## config.mk

```make
export PLATFORM = sky130hd
export DESIGN_NAME = bist_addr_seq
export DESIGN_NICKNAME = d
export VERILOG_FILES = /design/src/rtl/bist_pkg.sv /design/src/rtl/lfsr14.sv /design/src/rtl/bist_addr_seq.sv
export SDC_FILE = /design/constraint.sdc
export NUM_CORES = 1
export LEC_CHECK = 0
export ABC_AREA = 1
export CAP_MARGIN = 10
export CORE_ASPECT_RATIO = 1.4
export CORE_MARGIN = 3
export CORE_UTILIZATION = 46
export DETAILED_ROUTE_END_ITERATION = 7
export PLACE_DENSITY = 0.7
export SYNTH_ARGS = -nofsm -noshare
export SYNTH_HDL_FRONTEND = slang
export SYNTH_SLANG_ARGS = --single-unit
```

## constraint.sdc

```tcl
create_clock -name clk -period 2.86 [get_ports clk]
set_clock_uncertainty 0.1 [all_clocks]
set_input_delay 0.572 -clock clk [delete_from_list [all_inputs] [get_ports clk]]
set_output_delay 0.572 -clock clk [all_outputs]
set_load 0.02 [all_outputs]
```

## src/rtl/bist_pkg.sv

```systemverilog
// Shared types and constants for the March-style BIST address sequencer.
package bist_pkg;

  localparam int unsigned PASS_LEN = 16384;
  localparam int unsigned ADDR_W   = $clog2(PASS_LEN);

  // Feedback taps at bits 13, 4, 2 and 0.
  localparam logic [ADDR_W-1:0] LFSR_TAPS = 14'h2015;

  typedef enum logic [2:0] {StIdle, StWrite, StRead, StDrain, StDone} bist_state_e;

  function automatic logic [ADDR_W-1:0] lfsr_next(input logic [ADDR_W-1:0] q);
    return {q[ADDR_W-2:0], ^(q & LFSR_TAPS)};
  endfunction

  // Inverse step: q[0] was the feedback bit, so recover the bit that shifted out.
  function automatic logic [ADDR_W-1:0] lfsr_prev(input logic [ADDR_W-1:0] q);
    return {q[0] ^ q[5] ^ q[3] ^ q[1], q[ADDR_W-1:1]};
  endfunction

endpackage

```

## src/rtl/lfsr14.sv

```systemverilog
// 14-bit Fibonacci LFSR with synchronous load and step.
module lfsr14
  import bist_pkg::*;
(
  input  logic              clk,
  input  logic              rst_n,
  input  logic              load,
  input  logic [ADDR_W-1:0] seed,
  input  logic              step,
  output logic [ADDR_W-1:0] q
);

  logic [ADDR_W-1:0] q_q, q_d;

  always_comb begin
    q_d = q_q;
    if (load) begin
      q_d = seed;
    end else if (step) begin
      q_d = lfsr_next(q_q);
    end
  end

  always_ff @(posedge clk or negedge rst_n) begin
    if (!rst_n) begin
      q_q <= 14'h0001;
    end else begin
      q_q <= q_d;
    end
  end

  assign q = q_q;

endmodule

```

## src/rtl/bist_addr_seq.sv

```systemverilog
// March-style BIST: write pass then read/compare pass over all 16384 addresses in LFSR order,
// address 0 issued as an extra final beat. All outputs come straight from flops.
module bist_addr_seq
  import bist_pkg::*;
#(
  parameter int unsigned       DATA_W  = 8,
  parameter int unsigned       RD_LAT  = 1,
  parameter logic [ADDR_W-1:0] SEED    = 14'h0001,
  parameter logic [DATA_W-1:0] PATTERN = DATA_W'(8'hA5)
) (
  input  logic              clk,
  input  logic              rst_n,
  input  logic              start,
  output logic              select,
  output logic [ADDR_W-1:0] inter_addr,
  output logic              mem_we,
  output logic [DATA_W-1:0] mem_wdata,
  input  logic [DATA_W-1:0] mem_rdata,
  output logic              busy,
  output logic              done,
  output logic              pass,
  output logic [ADDR_W-1:0] fail_addr
);

  // The LFSR runs one beat ahead of addr_q, so it is loaded with the successor of SEED.
  localparam logic [ADDR_W-1:0] SEED_NEXT = lfsr_next(SEED);
  localparam logic [ADDR_W-1:0] LAST_ADDR = lfsr_prev(SEED);

  bist_state_e       state_q, state_d;
  logic [ADDR_W-1:0] addr_q, addr_d;
  logic              zero_q, zero_d;
  logic [2:0]        drain_q, drain_d;
  logic              sel_q, sel_d, busy_q, busy_d, we_q, we_d;
  logic [DATA_W-1:0] wdata_q, wdata_d;
  logic              done_q, done_d, pass_q, pass_d, mis_q, mis_d;
  logic [ADDR_W-1:0] fail_q, fail_d;

  logic [RD_LAT-1:0]             pipe_vld_q, pipe_vld_d;
  logic [RD_LAT-1:0][ADDR_W-1:0] pipe_addr_q, pipe_addr_d;
  logic [RD_LAT-1:0][DATA_W-1:0] pipe_exp_q, pipe_exp_d;

  logic              lfsr_load, lfsr_step;
  logic [ADDR_W-1:0] lfsr_q;
  logic              cmp_bad;

  lfsr14 u_lfsr (
    .clk   (clk),
    .rst_n (rst_n),
    .load  (lfsr_load),
    .seed  (SEED_NEXT),
    .step  (lfsr_step),
    .q     (lfsr_q)
  );

  assign cmp_bad = pipe_vld_q[RD_LAT-1] && (mem_rdata != pipe_exp_q[RD_LAT-1]);

  always_comb begin
    pipe_vld_d  = pipe_vld_q;
    pipe_addr_d = pipe_addr_q;
    pipe_exp_d  = pipe_exp_q;
    for (int i = RD_LAT - 1; i > 0; i--) begin
      pipe_vld_d[i]  = pipe_vld_q[i-1];
      pipe_addr_d[i] = pipe_addr_q[i-1];
      pipe_exp_d[i]  = pipe_exp_q[i-1];
    end
    pipe_vld_d[0]  = (state_q == StRead);
    pipe_addr_d[0] = addr_q;
    pipe_exp_d[0]  = wdata_q;
  end

  always_comb begin
    state_d   = state_q;
    addr_d    = addr_q;
    zero_d    = zero_q;
    drain_d   = drain_q;
    lfsr_load = 1'b0;
    lfsr_step = 1'b0;
    done_d    = done_q;
    pass_d    = pass_q;
    mis_d     = mis_q | cmp_bad;
    fail_d    = fail_q;
    if (cmp_bad && !mis_q) begin
      fail_d = pipe_addr_q[RD_LAT-1];
    end

    unique case (state_q)
      StIdle, StDone: begin
        if (start) begin
          state_d   = StWrite;
          addr_d    = SEED;
          zero_d    = 1'b0;
          lfsr_load = 1'b1;
          done_d    = 1'b0;
          pass_d    = 1'b0;
          mis_d     = 1'b0;
          fail_d    = '0;
        end
      end
      StWrite, StRead: begin
        if (zero_q) begin
          zero_d = 1'b0;
          if (state_q == StWrite) begin
            state_d   = StRead;
            addr_d    = SEED;
            lfsr_load = 1'b1;
          end else begin
            state_d = StDrain;
            addr_d  = '0;
            drain_d = '0;
          end
        end else if (addr_q == LAST_ADDR) begin
          addr_d = '0;
          zero_d = 1'b1;
        end else begin
          addr_d    = lfsr_q;
          lfsr_step = 1'b1;
        end
      end
      StDrain: begin
        if (drain_q == 3'(RD_LAT - 1)) begin
          state_d = StDone;
          done_d  = 1'b1;
          pass_d  = ~mis_d;
        end else begin
          drain_d = drain_q + 3'd1;
        end
      end
      default: state_d = StIdle;
    endcase

    busy_d  = (state_d == StWrite) || (state_d == StRead) || (state_d == StDrain);
    sel_d   = busy_d;
    we_d    = (state_d == StWrite);
    wdata_d = addr_d[DATA_W-1:0] ^ PATTERN;
  end

  always_ff @(posedge clk or negedge rst_n) begin
    if (!rst_n) begin
      state_q     <= StIdle;
      addr_q      <= '0;
      zero_q      <= 1'b0;
      drain_q     <= '0;
      sel_q       <= 1'b0;
      busy_q      <= 1'b0;
      we_q        <= 1'b0;
      wdata_q     <= '0;
      done_q      <= 1'b0;
      pass_q      <= 1'b0;
      mis_q       <= 1'b0;
      fail_q      <= '0;
      pipe_vld_q  <= '0;
      pipe_addr_q <= '0;
      pipe_exp_q  <= '0;
    end else begin
      state_q     <= state_d;
      addr_q      <= addr_d;
      zero_q      <= zero_d;
      drain_q     <= drain_d;
      sel_q       <= sel_d;
      busy_q      <= busy_d;
      we_q        <= we_d;
      wdata_q     <= wdata_d;
      done_q      <= done_d;
      pass_q      <= pass_d;
      mis_q       <= mis_d;
      fail_q      <= fail_d;
      pipe_vld_q  <= pipe_vld_d;
      pipe_addr_q <= pipe_addr_d;
      pipe_exp_q  <= pipe_exp_d;
    end
  end

  assign select     = sel_q;
  assign inter_addr = addr_q;
  assign mem_we     = we_q;
  assign mem_wdata  = wdata_q;
  assign busy       = busy_q;
  assign done       = done_q;
  assign pass       = pass_q;
  assign fail_addr  = fail_q;

endmodule

```

# Yosys cells after proc, flatten, opt, wreduce, memory -nomap -nowiden
# Cells that the tools add are included.
[op_classes]
add_sub_neg = 1
eq_ne = 14
n_mux = 36
n_bitwise = 3
n_reduce_logical = 17
[ops]
columns = ["operator", "n"]
rows = [
  ["14-bit two-way mux", 8],
  ["14-bit one-hot mux with 2 select lines", 1],
  ["3-bit two-way mux", 6],
  ["1-bit two-way mux", 15],
  ["14-bit equality test (second input constant)", 1],
  ["14-bit XOR reduction", 1],
  ["3-bit by 2-bit equality test with 1-bit output (second input constant)", 4],
  ["2-bit != test (second input constant)", 5],
  ["3-bit one-hot mux with 3 select lines", 1],
  ["8-bit != test", 1],
  ["1-bit one-hot mux with 2 select lines", 4],
  ["2-bit nonzero test", 4],
  ["3-bit by 1-bit equality test with 1-bit output (second input constant)", 2],
  ["3-bit logical NOT", 2],
  ["3-bit one-hot mux with 2 select lines", 1],
  ["4-bit NOT", 1],
  ["4-bit AND reduction", 1],
  ["2-bit OR reduction", 2],
  ["3-bit by 1-bit adder with 3-bit output (second input constant)", 1],
  ["3-bit equality test (second input constant)", 1],
  ["3-bit AND reduction", 1],
  ["1-bit logical AND", 2],
  ["1-bit logical OR", 2],
  ["2-bit AND reduction", 1],
  ["3 further kinds", 3],
]
[word_totals]
reg_bits = 85
input_bits = 11
out_inout_bits = 41
word_cells = 87

# Depth between registers and ports, before layout
# Gate-level depths: netlist of the first run.
[logic_depth]
ltp_word = 7
depth_mapped = 11
mapped_depth_nobuf = 10

# Hierarchy
# From an unflattened synthesis of the first run, not the netlist that was laid out.
[hier_totals]
cells_unflattened = 421
area_unflattened_um2 = 3643.5
[modules_own_cells]
columns = ["module", "n_inst", "cells_per_inst", "area_per_inst_um2", "seq_area_each_um2"]
rows = [
  ["bist_addr_seq", 1, 330, 2935.3, 1576.5],
  ["lfsr14", 1, 91, 708.2, 351.6],
]

# Least setup slack after synthesis of the first run
# OpenSTA, ideal clock, no wires.
[synth_path]
kind = "in2reg"
start = "input port mem_rdata[6]"
end = "register fail_q[10], in the netlist fail_addr[10]"
setup_ns = 0.114
arrival_time_ns = 1.369
t_required_ns = 2.646
path_slack_ns = 1.277
path_stages = 9
path_buffers = 1
path_cell_list = "xnor2_1 > nand2_1 > nor2_1 > nand2_2 > nand3_2 > buf_2 > nand2_1 > inv_1 > nor2_1"
[synth_between]
elab_chain_len = 6
[synth_rtl]
columns = ["element", "line_no", "source"]
rows = [
  ["start: declaration", "bist_addr_seq.sv:18", "input logic [DATA_W-1:0] mem_rdata,"],
  ["8-bit != test (*)", "bist_addr_seq.sv:55", "assign cmp_bad = pipe_vld_q[RD_LAT-1] && (mem_rdata != pipe_exp_q[RD_LAT-1]);"],
  ["1-bit logical AND (*)", "bist_addr_seq.sv:55", ""],
  ["1-bit logical AND (*)", "bist_addr_seq.sv:82", "if (cmp_bad && !mis_q) begin"],
  ["14-bit two-way mux (*)", "bist_addr_seq.sv:82", ""],
  ["14-bit two-way mux", "bist_addr_seq.sv:88", "if (start) begin"],
  ["14-bit two-way mux (*)", "bist_addr_seq.sv:86", "unique case (state_q)"],
  ["net fail_d[10]", "bist_addr_seq.sv:36", "logic [ADDR_W-1:0] fail_q, fail_d;"],
  ["end signal: assignment", "bist_addr_seq.sv:166", "fail_q <= fail_d;"],
  ["end: declaration", "bist_addr_seq.sv:36", ""],
]
# The timed path passes the listed nets; every way through them passes the cells marked *.
# A chain may end at the register's enable or synchronous reset.

==> results.md, run 1 <==
Yosys:
- Counting every net in the synthesized netlist gives 384.
- The Yosys step of the flow raised 0 warnings.
- The synthesized netlist contains 35 unique library cells.
- The cell count after synthesis is between 300 and 400.
- The sequential-to-total area share from yosys stat is 56.7%.
- The number of synthesized register bits is 77.
- After synthesis the cells add up to between 3000 and 4000 sq um.
- A synthesized cell averages 9.17 sq um.

Final layout:
- The most common cell after layout, fill and taps aside is sky130_fd_sc_hd__inv_1.
- Leaving out fill and tap cells, the most frequent cells in the layout are sky130_fd_sc_hd__inv_1 (82), sky130_fd_sc_hd__dfrtp_1 (76), sky130_fd_sc_hd__nand2_1 (74).
- The final core area utilization is 58.5%.
- The antenna cell count is 0.
- Of the cells placed in the final design, the portion with a size suffix greater than 1 is between 10% and 20%.
- Relative to the synthesized area, the layout overhead comes to 21.5%.
- The final net count is ~430.
- Summing all multi-input logic gate instances after layout gives just over 1000 sq um.
- The sequential cell area is 1930 sq um.
- Counting the fill cells in the layout gives around 650.
- The total non-filler cell area in the finished layout is ~4100 sq um.

Routing:
- The first-pass detailed-route iteration total is 4.
- The detailed router finished its first iteration with 58 violations.
- In this run the remaining antenna-violating nets after routing total 0.
- For this run, design rule violations remaining after detail routing come to 0.
- Detailed routing inserted a total of 2414 vias.
- In the final routed layout, each cell accounts on average for 12.1 um.
- The total length of routed wires is 6260 um.
- After detailed routing, the number of vias per cell comes to 4.66.

STA:
- Setup total negative slack on the finished layout was measured at 0 ps.
- The number of setup violations in the final report is 0.
- The final count of pins violating max slew is 0.
- Setup repair after global routing left no endpoint under its margin.
- In this run the tightest slew margin relative to its limit is 38.8%.
- Dividing the final minimum period by the clock period gives 73.4%.
- The final critical path time including I/O delays and setup is 2100 ps.
- Timing would allow up to 476 MHz.
- For the pin with the worst max-slew slack, the measured transition is 918 ps.
- The number of endpoints with negative hold slack in the final report is 0.
- Setup slack closes at roughly 760 ps.

GRT:
- The number of global-route vias before repair came to 2408.
- The overall track demand over capacity in global routing is 16.2%.
- The first-pass GRT wire length is about 11000 um.
- The initial antenna violation count is 0.
- The largest net degree at the start of global routing is 78.
- Global routing finished with a remaining overflow of 0.

Placed design:
- Routability-driven placement finished with a final weighted congestion of 0.766.
- During placement, the flow inserted port buffers numbering just over 50.
- Detailed placement finished with a half-perimeter wire length of 4540 um.
- After detailed placement, the total cell area comes to 3920 sq um.
- The minimum setup slack after placement is 518 ps.

Clock tree:
- The number of setup buffers added after CTS is 0.
- The clock reaches the later pin of the worst-skew pair after 350 ps.
- The total number of clock tree sinks is 77.
- Hold repair after CTS inserted 0 buffers.
- The H-tree was split into 3 levels.
- After clock tree synthesis, the repair step resized 0 gates.
- The TritonCTS clock tree is yes.
- The clock slew at the register clock pins of the worst setup and hold paths is 80 ps.
- In this run the deepest clock path goes through 2 buffers.
- The number of clock buffers added by TritonCTS is 9.
- The tree is rooted in a sky130_fd_sc_hd__clkbuf_8.

Worst setup path:
- The required time at the endpoint of the critical path is 2190 ps.
- The worst setup path is captured at an output pin.
- The startpoint of the worst-slack reg-to-reg timing path is inter_addr[9]$_DFFE_PN0P_.
- The cell with the largest stage delay on the worst path is sky130_fd_sc_hd__clkdlybuf4s50_1.
- In this design, the stage delay of the slowest critical-path cell is between 600 and 700 ps.
- Broken down by cell family, the worst path's largest delay share belongs to buffers and inverters.
- The critical setup path kind is flop to output pin.
- The number of buffers and inverters on the critical path is 1.
- The worst-case reg-to-reg path depth is 7.
- STA puts the critical path data arrival time at about 1400 ps.
- The slack of the worst reg-to-reg path is 1060 ps.
- The endpoint identified for the worst register-to-register timing path is u_lfsr.q[10]$_DFFE_PN0P_.
- The kind of start point of the critical path is a flop.
- The highest net fanout along the worst path is 4.
- The signal on the critical path passes through clkdlybuf4s50_1.

Floorplanning:
- The area of the core is between 7000 and 8000 sq um.
- The die covers ~8500 sq um.
- The initial core utilization is about 48%.
- The number of standard-cell rows in the floorplan is 36.
- Pin placement for this block handled 52 I/O pins.
- The vertical die dimension is 108 um.
- The die is 78.7 um wide.

Pwr:
- VDD sags by at most 0.000614 V.
- The reported leakage power is between 0.002 and 0.0025 uW.
- The areal power density over the cells is around 920 nW/um^2.

Run status:
- The run finished with clean final reports.

Min path:
- The path category of the worst min-delay check is input pin to async pin.

Flow run:
- The tool flagged a number of max-cap violations equal to 0.
==> flip-flops by register name, indices dropped and copies added, names as in the netlist, named ones only <==
register / flops
busy: 1
done: 1
drain_q: 3
fail_addr: 14
inter_addr: 10
mem_wdata: 4
mem_we: 1
mis_q: 1
pass: 1
pipe_addr_q: 10
pipe_exp_q: 8
pipe_vld_q: 1
state_q: 3
u_lfsr.q: 14
zero_q: 1
==> cell type report <==
type	instances	share of cell area, %
flip-flops and latches	77	46.6
clock inverters	6	2.12
repair buffers	51	12.3
multi-input cells	192	25.1
inverters	87	7.96
well taps	95	2.87
clock buffers	10	3.09
==> layer usage <==
layer / vias up / share of wire, % / GRT usage, %
met3: 11 / 3.4 / 2.35
met1: 1137 / 43 / 20.0
met4: 0 / 2.0 / 8.25
met5: - / 0 / 0
met2: 41 / 52 / 27.5
li1: 1225 / - / -
==> cells in the mapped netlist, drive strengths merged <==
library cell,instances,area share (%)
a21oi,4,0.59
a22o,1,0.26
buf,12,2.9
clkbuf,3,0.33
clkinv,1,0.11
dfrtp,76,56
dfstp,1,0.77
ha,2,0.74
inv,86,9.6
mux2i,1,0.29
nand2,78,9.2
nand3,27,4.6
nand4,15,2.8
nor2,29,4.3
nor3,2,0.44
o2111ai,1,0.26
o21ai,20,4.2
o22ai,3,0.74
o31ai,2,0.44
or2,1,0.18
xnor2,5,1.3
xor2,1,0.26
==> power breakdown <==
part | leakage (uW) | internal, uW | switching [uW]
Combinational | 0.000930 | 530 | 810
Clock | 0.0000985 | 490 | 396
Sequential | 0.00101 | 1370 | 197
Total | 0.00204 | 2390 | 1400
==> worst max path at each step <==
| stage | endpoint | slack (ps) | depth (start not counted) |
|---|---|---|---|
| 2_1_floorplan | fail_addr[10]$_DFF_PN0_ | 1280 | 9 |
| 3_3_place_gp | fail_addr[4]$_DFF_PN0_ | 590 | 11 |
| 3_5_place_dp | fail_addr[1]$_DFF_PN0_ | 520 | 11 |
| 4_1_cts | mem_wdata[3] | 740 | 1 |
| 5_1_grt | mem_wdata[3] | 690 | 1 |
| 6_report | inter_addr[1] | 760 | 1 |
==> logic make-up after synthesis <==
logic type / after synthesis / share of synthesized area, %
simple gates: 152 / 21.5
mux: 1 / 0.294
xor+xnor: 6 / 1.54
buf+inv: 102 / 12.9
fa+ha+maj: 2 / 0.735
flops: 77 / 56.7
compound gates: 31 / 6.43
==> stage by stage <==
| step | hold slack (ps) | std cells | power [uW] |
|---|---|---|---|
| global placement | 261 | 502 | 2910 |
| global route | 304 | 518 | 4050 |
| finish | 259 | 518 | 3800 |
| CTS | 287 | 518 | 3840 |
| floorplan | 176 | 371 | 2540 |
| detailed placement | 265 | 502 | 2940 |
(Power assumes the default switching activity.)
==> run 2: changes to the inputs <==
PLACE_DENSITY = 0.72   (was 0.7)
clock period = 1.74 ns   (was 2.86 ns; I/O delays follow)
==> results.md, run 2 (synthesized netlist as in run 1, its figures left out) <==
Run status:
- The run finished with clean final reports.

Clock tree:
- Counting every sink on the clock net gives 77.
- Clock tree synthesis inserted a total of 9 buffers.
- The TritonCTS clock tree is yes.
- After clock tree synthesis, the clock-pin slew on the worst setup and hold paths is 70 ps.
- The clock passes through at most 2 buffers.
- The later pin in the worst-skew pair is clocked with a latency of 340 ps.
- The deepest level of the CTS H-tree is 3.
- The root buffer cell chosen for the clock tree is sky130_fd_sc_hd__clkbuf_8.
- The number of buffers added for setup after CTS is 0.

Floorplanning:
- The core region is a little over 7000 sq um.
- The number of standard-cell rows in the floorplan is 36.
- The die span in x is 78.7 um.
- The die is roughly 110 um tall.
- The number of primary I/O pins is between 50 and 60.
- The initial core utilization is just under 50%.
- The die outline area is between 8000 and 9000 sq um.

STA:
- The highest attainable clock frequency is 608 MHz.
- After layout, the worst setup slack is approximately 96 ps.
- The slew at the pin closest to its max-slew limit is 455 ps.
- The post-route fraction of the period consumed by the critical path is 94.5%.
- Final hold analysis gives a worst-case slack of 270 ps.
- The remaining max-slew budget at the tightest pin is 69.7%.
- The number of endpoints with negative hold slack in the final report was 0.
- Setup violations remaining at the end of the flow were counted as 0.
- The final critical path time including I/O delays and setup is 1640 ps.
- Setup repair after global routing left no endpoint under its margin.
- The final count of pins violating max slew is 0.

Final layout:
- From synthesis to final layout, the design area changed by 24.3%.
- The most common cell after layout, fill and taps aside is sky130_fd_sc_hd__inv_1.
- The antenna cell count is 0.
- In the layout the commonest cells are sky130_fd_sc_hd__inv_1 (82), sky130_fd_sc_hd__dfrtp_1 (76), sky130_fd_sc_hd__nand2_1 (74).
- The filler cell count is 644.
- In the final layout, the multi-input gates occupy 1040 sq um.
- In the final design database the tool counted 448 nets.
- The sequential cells in the finished layout cover a total of a little under 2000 sq um.
- The ratio of cells with drive above 1 in the final layout is between 10% and 20%.

Routing:
- The post-route antenna net violation count is 0.
- The first-pass detailed-route iteration total is 4.
- After detailed routing, the total wire length is 6780 um.
- After detailed routing, the number of remaining DRC violations is 0.
- Detailed routing inserted a total of 2448 vias.
- The average via count per standard cell is 4.58.
- The detailed-route wire length per cell is between 10 and 15 um.
- The count of routing violations after the opening detailed-route iteration is approximately 150.

GRT:
- The number of global-route vias before repair is between 2000 and 3000.
- For this run, the total global-route usage over all layers was measured as 17.9%.
- The first global-routing pass estimated 11700 um of wire.
- The initial antenna violation count was 0.
- The total overflow left after global routing is 0.
- The largest net degree at the start of global routing is 32.

Placed design:
- The detailed placement HPWL is a little over 5000 um.
- The congestion estimate from routability-driven global placement came to 0.816.
- Prior to clock tree synthesis, the placed netlist has a worst setup slack of -192 ps.
- The count of buffers added on input and output ports is 51.

Pwr:
- The reported leakage power is around 0.0023 uW.
- The peak supply drop is 0.000780 V.
- Dividing total power by cell area gives a power density of 1460 nW/um^2.
- After layout, the design draws a total of 6160 uW.

Flow run:
- The number of maximum-capacitance violations is 0.

Worst setup path:
- Data on the critical path arrives at its endpoint at 1200 ps.
- The critical path endpoint category is an output pin.
- The critical setup path kind is flop to output pin.
- The worst setup path is launched from a flop.
- The highest net fanout along the worst path is 3.
- At the worst endpoint, the required time is 1290 ps.

Min path:
- The path category of the worst min-delay check is flop to flop.
==> run 2: cell types whose count changed in the layout (fill, tap and decap cells not counted), sizes merged <==
cell,change
bufinv,-1
dlygate4sd3,+1
dlygate4sd2,+40
clkinvlp,-3
clkbuf,+4
buf,+16
clkdlybuf4s50,-41
dlymetal6s2s,+1
==> run 2: cell type report <==
type | instances | share of cell area, %
flip-flops and latches | 77 | 45.6
multi-input cells | 192 | 24.5
repair buffers | 68 | 15.1
inverters | 87 | 7.78
clock buffers | 14 | 3.37
well taps | 95 | 2.81
clock inverters | 2 | 0.828
==> run 2: layer usage <==
layer | global-route usage, % | vias up | part of all wire, %
met5 | 0 | - | 0
met4 | 7.25 | 0 | 1.9
met3 | 4.44 | 9 | 3.2
met2 | 31.7 | 39 | 54
met1 | 20.4 | 1141 | 41
li1 | - | 1259 | -
==> run 2: stage by stage <==
| step | TNS, ps | util, % | std cells | area (sq um) |
|---|---|---|---|---|
| 3_5_place_dp | -2630 | 57.9 | 518 | 4090 |
| 2_1_floorplan | 0 | - | 371 | 3400 |
| 6_report | 0 | 59.8 | 535 | 4230 |
| 4_1_cts | 0 | 59.8 | 535 | 4230 |
| 5_1_grt | 0 | 59.8 | 535 | 4230 |
| 3_3_place_gp | -1880 | 57.9 | 518 | 4090 |
==> run 2: path summary, 6_finish.rpt <==
check | start | to | slack [ps] | cells past startpoint
max | inter_addr[9]$_DFFE_PN0P_ | inter_addr[9] | 100 | 2
min | mem_wdata[7]$_DFF_PN0_ | pipe_exp_q[7]$_DFF_PN0_ | 270 | 0
max reg2reg | drain_q[0]$_DFFE_PN0P_ | drain_q[2]$_DFFE_PN0P_ | 130 | 8
min reg2reg | mem_wdata[7]$_DFF_PN0_ | pipe_exp_q[7]$_DFF_PN0_ | 270 | 0
max in group asynchronous | rst_n | fail_addr[4]$_DFF_PN0_ | 590 | 3
min in group asynchronous | rst_n | state_q[2]$_DFF_PN0_ | 380 | 2
==> run 2: repair_timing <==
action	CTS	global route
endpoints found under the hold margin	28	0
cloned	0	0
gates resized for setup	40	1
hold buffers	1	0
endpoints found under the setup margin	40	1
==> run 2: power breakdown <==
group	switching, uW	total (uW)	internal (uW)
Combinational	1390	2310	923
Sequential	313	2570	2260
Clock	607	1270	665
==> run 2: worst max-delay path: stages, from the launching register on <==
cell and delay (ps):
sky130_fd_sc_hd__dfrtp_1 390, sky130_fd_sc_hd__buf_4 150, sky130_fd_sc_hd__dlygate4sd2_1 320
==> run 3: changes to the inputs <==
CORE_ASPECT_RATIO = 1.75   (was 1.4)
==> results.md, run 3 (synthesized netlist as in run 1, its figures left out) <==
Run status:
- The run finished with clean final reports.

Pwr:
- The internal power contribution is 4430 uW.
- The clock network power share is 27.9%.
- In this run, flip-flops and latches consume 37.6% of the power.
- Combinational logic burns 34.5% of the power.
- For this design the total switching power over the nets is 2440 uW.
- Summed over all cells, the static leakage comes to ~0.0025 uW.
- Net switching is 35.5% of the power.
- The peak supply drop is roughly 0.0011 V.
- In this run the power density over the cells is 1560 nW/um^2.

Worst setup path:
- The slowest stage of the critical path belongs to the cell sky130_fd_sc_hd__clkdlybuf4s50_1.
- STA puts the critical path data required time at between 1000 and 1500 ps.
- The worst register-to-register path has a setup slack of 160 ps.
- The category of cells accounting for the largest share of critical-path delay is buffers and inverters.
- In this run the critical register-to-register path is captured at u_lfsr.q[12]$_DFFE_PN0P_.
- Traced cell by cell, the critical path runs through clkdlybuf4s50_1.
- STA classifies the critical path startpoint as a flop.
- The highest net fanout along the worst path is 1.
- The critical path endpoint category is an output pin.
- STA puts the critical path data arrival time at 1240 ps.
- The critical setup path kind is flop to output pin.
- Together, buffers and inverters on the worst path number 1.
- The worst-case reg-to-reg path depth is 8.
- In this design, the stage delay of the slowest critical-path cell is 600 ps.

Floorplanning:
- The area of the core is 7010 sq um.
- The initial core utilization is 48.6%.
- From left edge to right edge, the die measures between 70 and 80 um.
- The vertical die dimension is between 100 and 150 um.
- The die covers roughly 8500 sq um.
- The initialized floorplan defines 40 standard-cell rows.
- The number of primary I/O pins is 52.

Final layout:
- Relative to the synthesized area, the layout overhead comes to 29.2%.
- Once layout is complete, the utilization of the core stands at about 63%.
- The final net count is 450.
- The antenna cell count is 0.
- The total non-filler cell area in the finished layout is 4400 sq um.
- Of the cells placed in the final design, the portion with a size suffix greater than 1 is 14.7%.
- Leaving out fill and tap cells, the most frequent cells in the layout are sky130_fd_sc_hd__inv_1 (82), sky130_fd_sc_hd__dfrtp_1 (76), sky130_fd_sc_hd__nand2_1 (74).
- The library cell used most frequently in the layout, excluding fill and tap cells, is sky130_fd_sc_hd__inv_1.

Placed design:
- In this run the cell area measured after placement is 4090 sq um.
- During placement, the flow inserted port buffers numbering 51.
- Routability-driven placement finished with a final weighted congestion of approximately 0.8.
- Before CTS, the worst setup slack after placement is -143 ps.
- Detailed placement finished with a half-perimeter wire length of 5210 um.

Min path:
- The origin of the worst min-delay path is mem_wdata[5]$_DFF_PN0_.
- The path category of the worst min-delay check is flop to flop.
- The worst hold path was traced through 0 stages.
- For hold timing, the worst endpoint is pipe_exp_q[5]$_DFF_PN0_.

STA:
- The post-route worst setup slack is 48.2 ps.
- The number of endpoints with negative hold slack in the final report came to 0.
- The worst path needs 1690 ps of the cycle, external delays included.
- The worst pin sits at a relative slew slack of 67.1%.
- The final total negative setup slack is 0 ps.
- For this run, the top clock speed supported by timing is about 590 MHz.
- In the finished design, the share of the clock period the worst path needs comes to 97.2%.
- Final hold analysis gives a worst-case slack of 270 ps.
- Setup repair after global routing left no endpoint under its margin.
- The slew at the pin closest to its max-slew limit is 493 ps.
- The final count of pins violating max slew came to 0.
- The number of setup violations in the final report is 0.

Clock tree:
- Clock tree synthesis inserted a total of 9 buffers.
- The clock passes through at most 2 buffers.
- The H-tree was split into 3 levels.
- The tree built by TritonCTS fans out to 77 sinks.
- The clock root buffer is sky130_fd_sc_hd__clkbuf_16.
- The TritonCTS clock tree is yes.
- After clock tree synthesis, the setup repair step added 0 buffers.
- For the worst-skew pair, the clock arrives at the later sink with an insertion delay of between 300 and 400 ps.
- Clock-pin slew was measured on the worst setup and hold paths at around 50 ps.

Routing:
- After the first detailed-routing iteration, the DRC count stood at 121.
- Before antenna repair, the detailed router went through 4 iterations.
- The total length of routed wires is 7160 um.
- Dividing the detail-routed wire length by the instance count gives 13.6 um.
- The total DRC errors in the routed layout is 0.
- The post-route antenna net violation count is 0.
- The final route contains 2503 vias.
- Using the TritonRoute via totals, the vias-per-cell ratio works out to between 4 and 5.

GRT:
- The initial antenna violation count was 0.
- The overall track demand over capacity in global routing is 18.3%.
- The largest net degree at the start of global routing is 35.
- The total global routing overflow is 0.
- The first global-routing pass estimated 12000 um of wire.
- The number of global-route vias before repair came to between 2000 and 3000.

Flow run:
- Max-cap violations in this run came to 0.
==> run 3: layout make-up <==
type,instances,area (sq um)
inverter,87,329
timing repair buffer,70,683
clock inverter,3,42.5
tap,84,105
multi-input combinational,192,1040
fill,597,2610
sequential,77,1930
clock buffer,13,270
==> run 3: repair_timing <==
item	in CTS	in global routing
endpoints found under the hold margin	30	0
setup endpoints to repair	33	8
gates cloned	0	0
hold buffers	1	0
resized for setup	32	8
==> run 3: how the worst max path moves through the flow <==
stage / start / to / slack [ps] / cells past startpoint
2_1_floorplan: inter_addr[9]$_DFFE_PN0P_ / u_lfsr.q[5]$_DFFE_PN0P_ / 250 / 8
3_3_place_gp: mem_rdata[3] / fail_addr[13]$_DFF_PN0_ / -90 / 9
3_5_place_dp: mem_rdata[5] / pass$_DFFE_PN0P_ / -140 / 10
4_1_cts: fail_addr[1]$_DFF_PN0_ / fail_addr[1] / 0.3 / 1
5_1_grt: mem_we$_DFF_PN0_ / mem_we / 7 / 1
6_report: mem_we$_DFF_PN0_ / mem_we / 50 / 1
==> run 3: per-layer routing <==
metal | vias to the layer above | GRT usage, % | share of wire, %
li1 | 1260 | - | -
met1 | 1177 | 19.7 | 37
met2 | 52 | 32.8 | 56
met3 | 14 | 4.19 | 4.0
met4 | 0 | 9.18 | 2.7
met5 | - | 0 | 0
==> run 3: metrics by stage <==
| stage | total power [uW] | cells |
|---|---|---|
| 4_1_cts | 6950 | 526 |
| 6_report | 6870 | 526 |
| 2_1_floorplan | 4170 | 371 |
| 3_5_place_dp | 5150 | 509 |
| 5_1_grt | 7280 | 526 |
| 3_3_place_gp | 5080 | 509 |
==> run 3: power by group through the flow <==
| stage | Combinational [uW] | Clock [uW] | Sequential (uW) |
|---|---|---|---|
| after floorplan | 1420 | 0 | 2760 |
| after global placement | 2480 | 0 | 2600 |
| after detailed placement | 2530 | 0 | 2620 |
| after CTS | 2410 | 1960 | 2590 |
| after global routing | 2610 | 2030 | 2650 |
| final | 2370 | 1920 | 2580 |
==> run 3: worst register-to-register path: cells and delay by family, from the launching register on <==
family	cells	cell delay [ps]
and+or+nand+nor	5	610
AOI/OAI and AO/OA	1	90
buffers and inverters	2	250
DFF	1	440
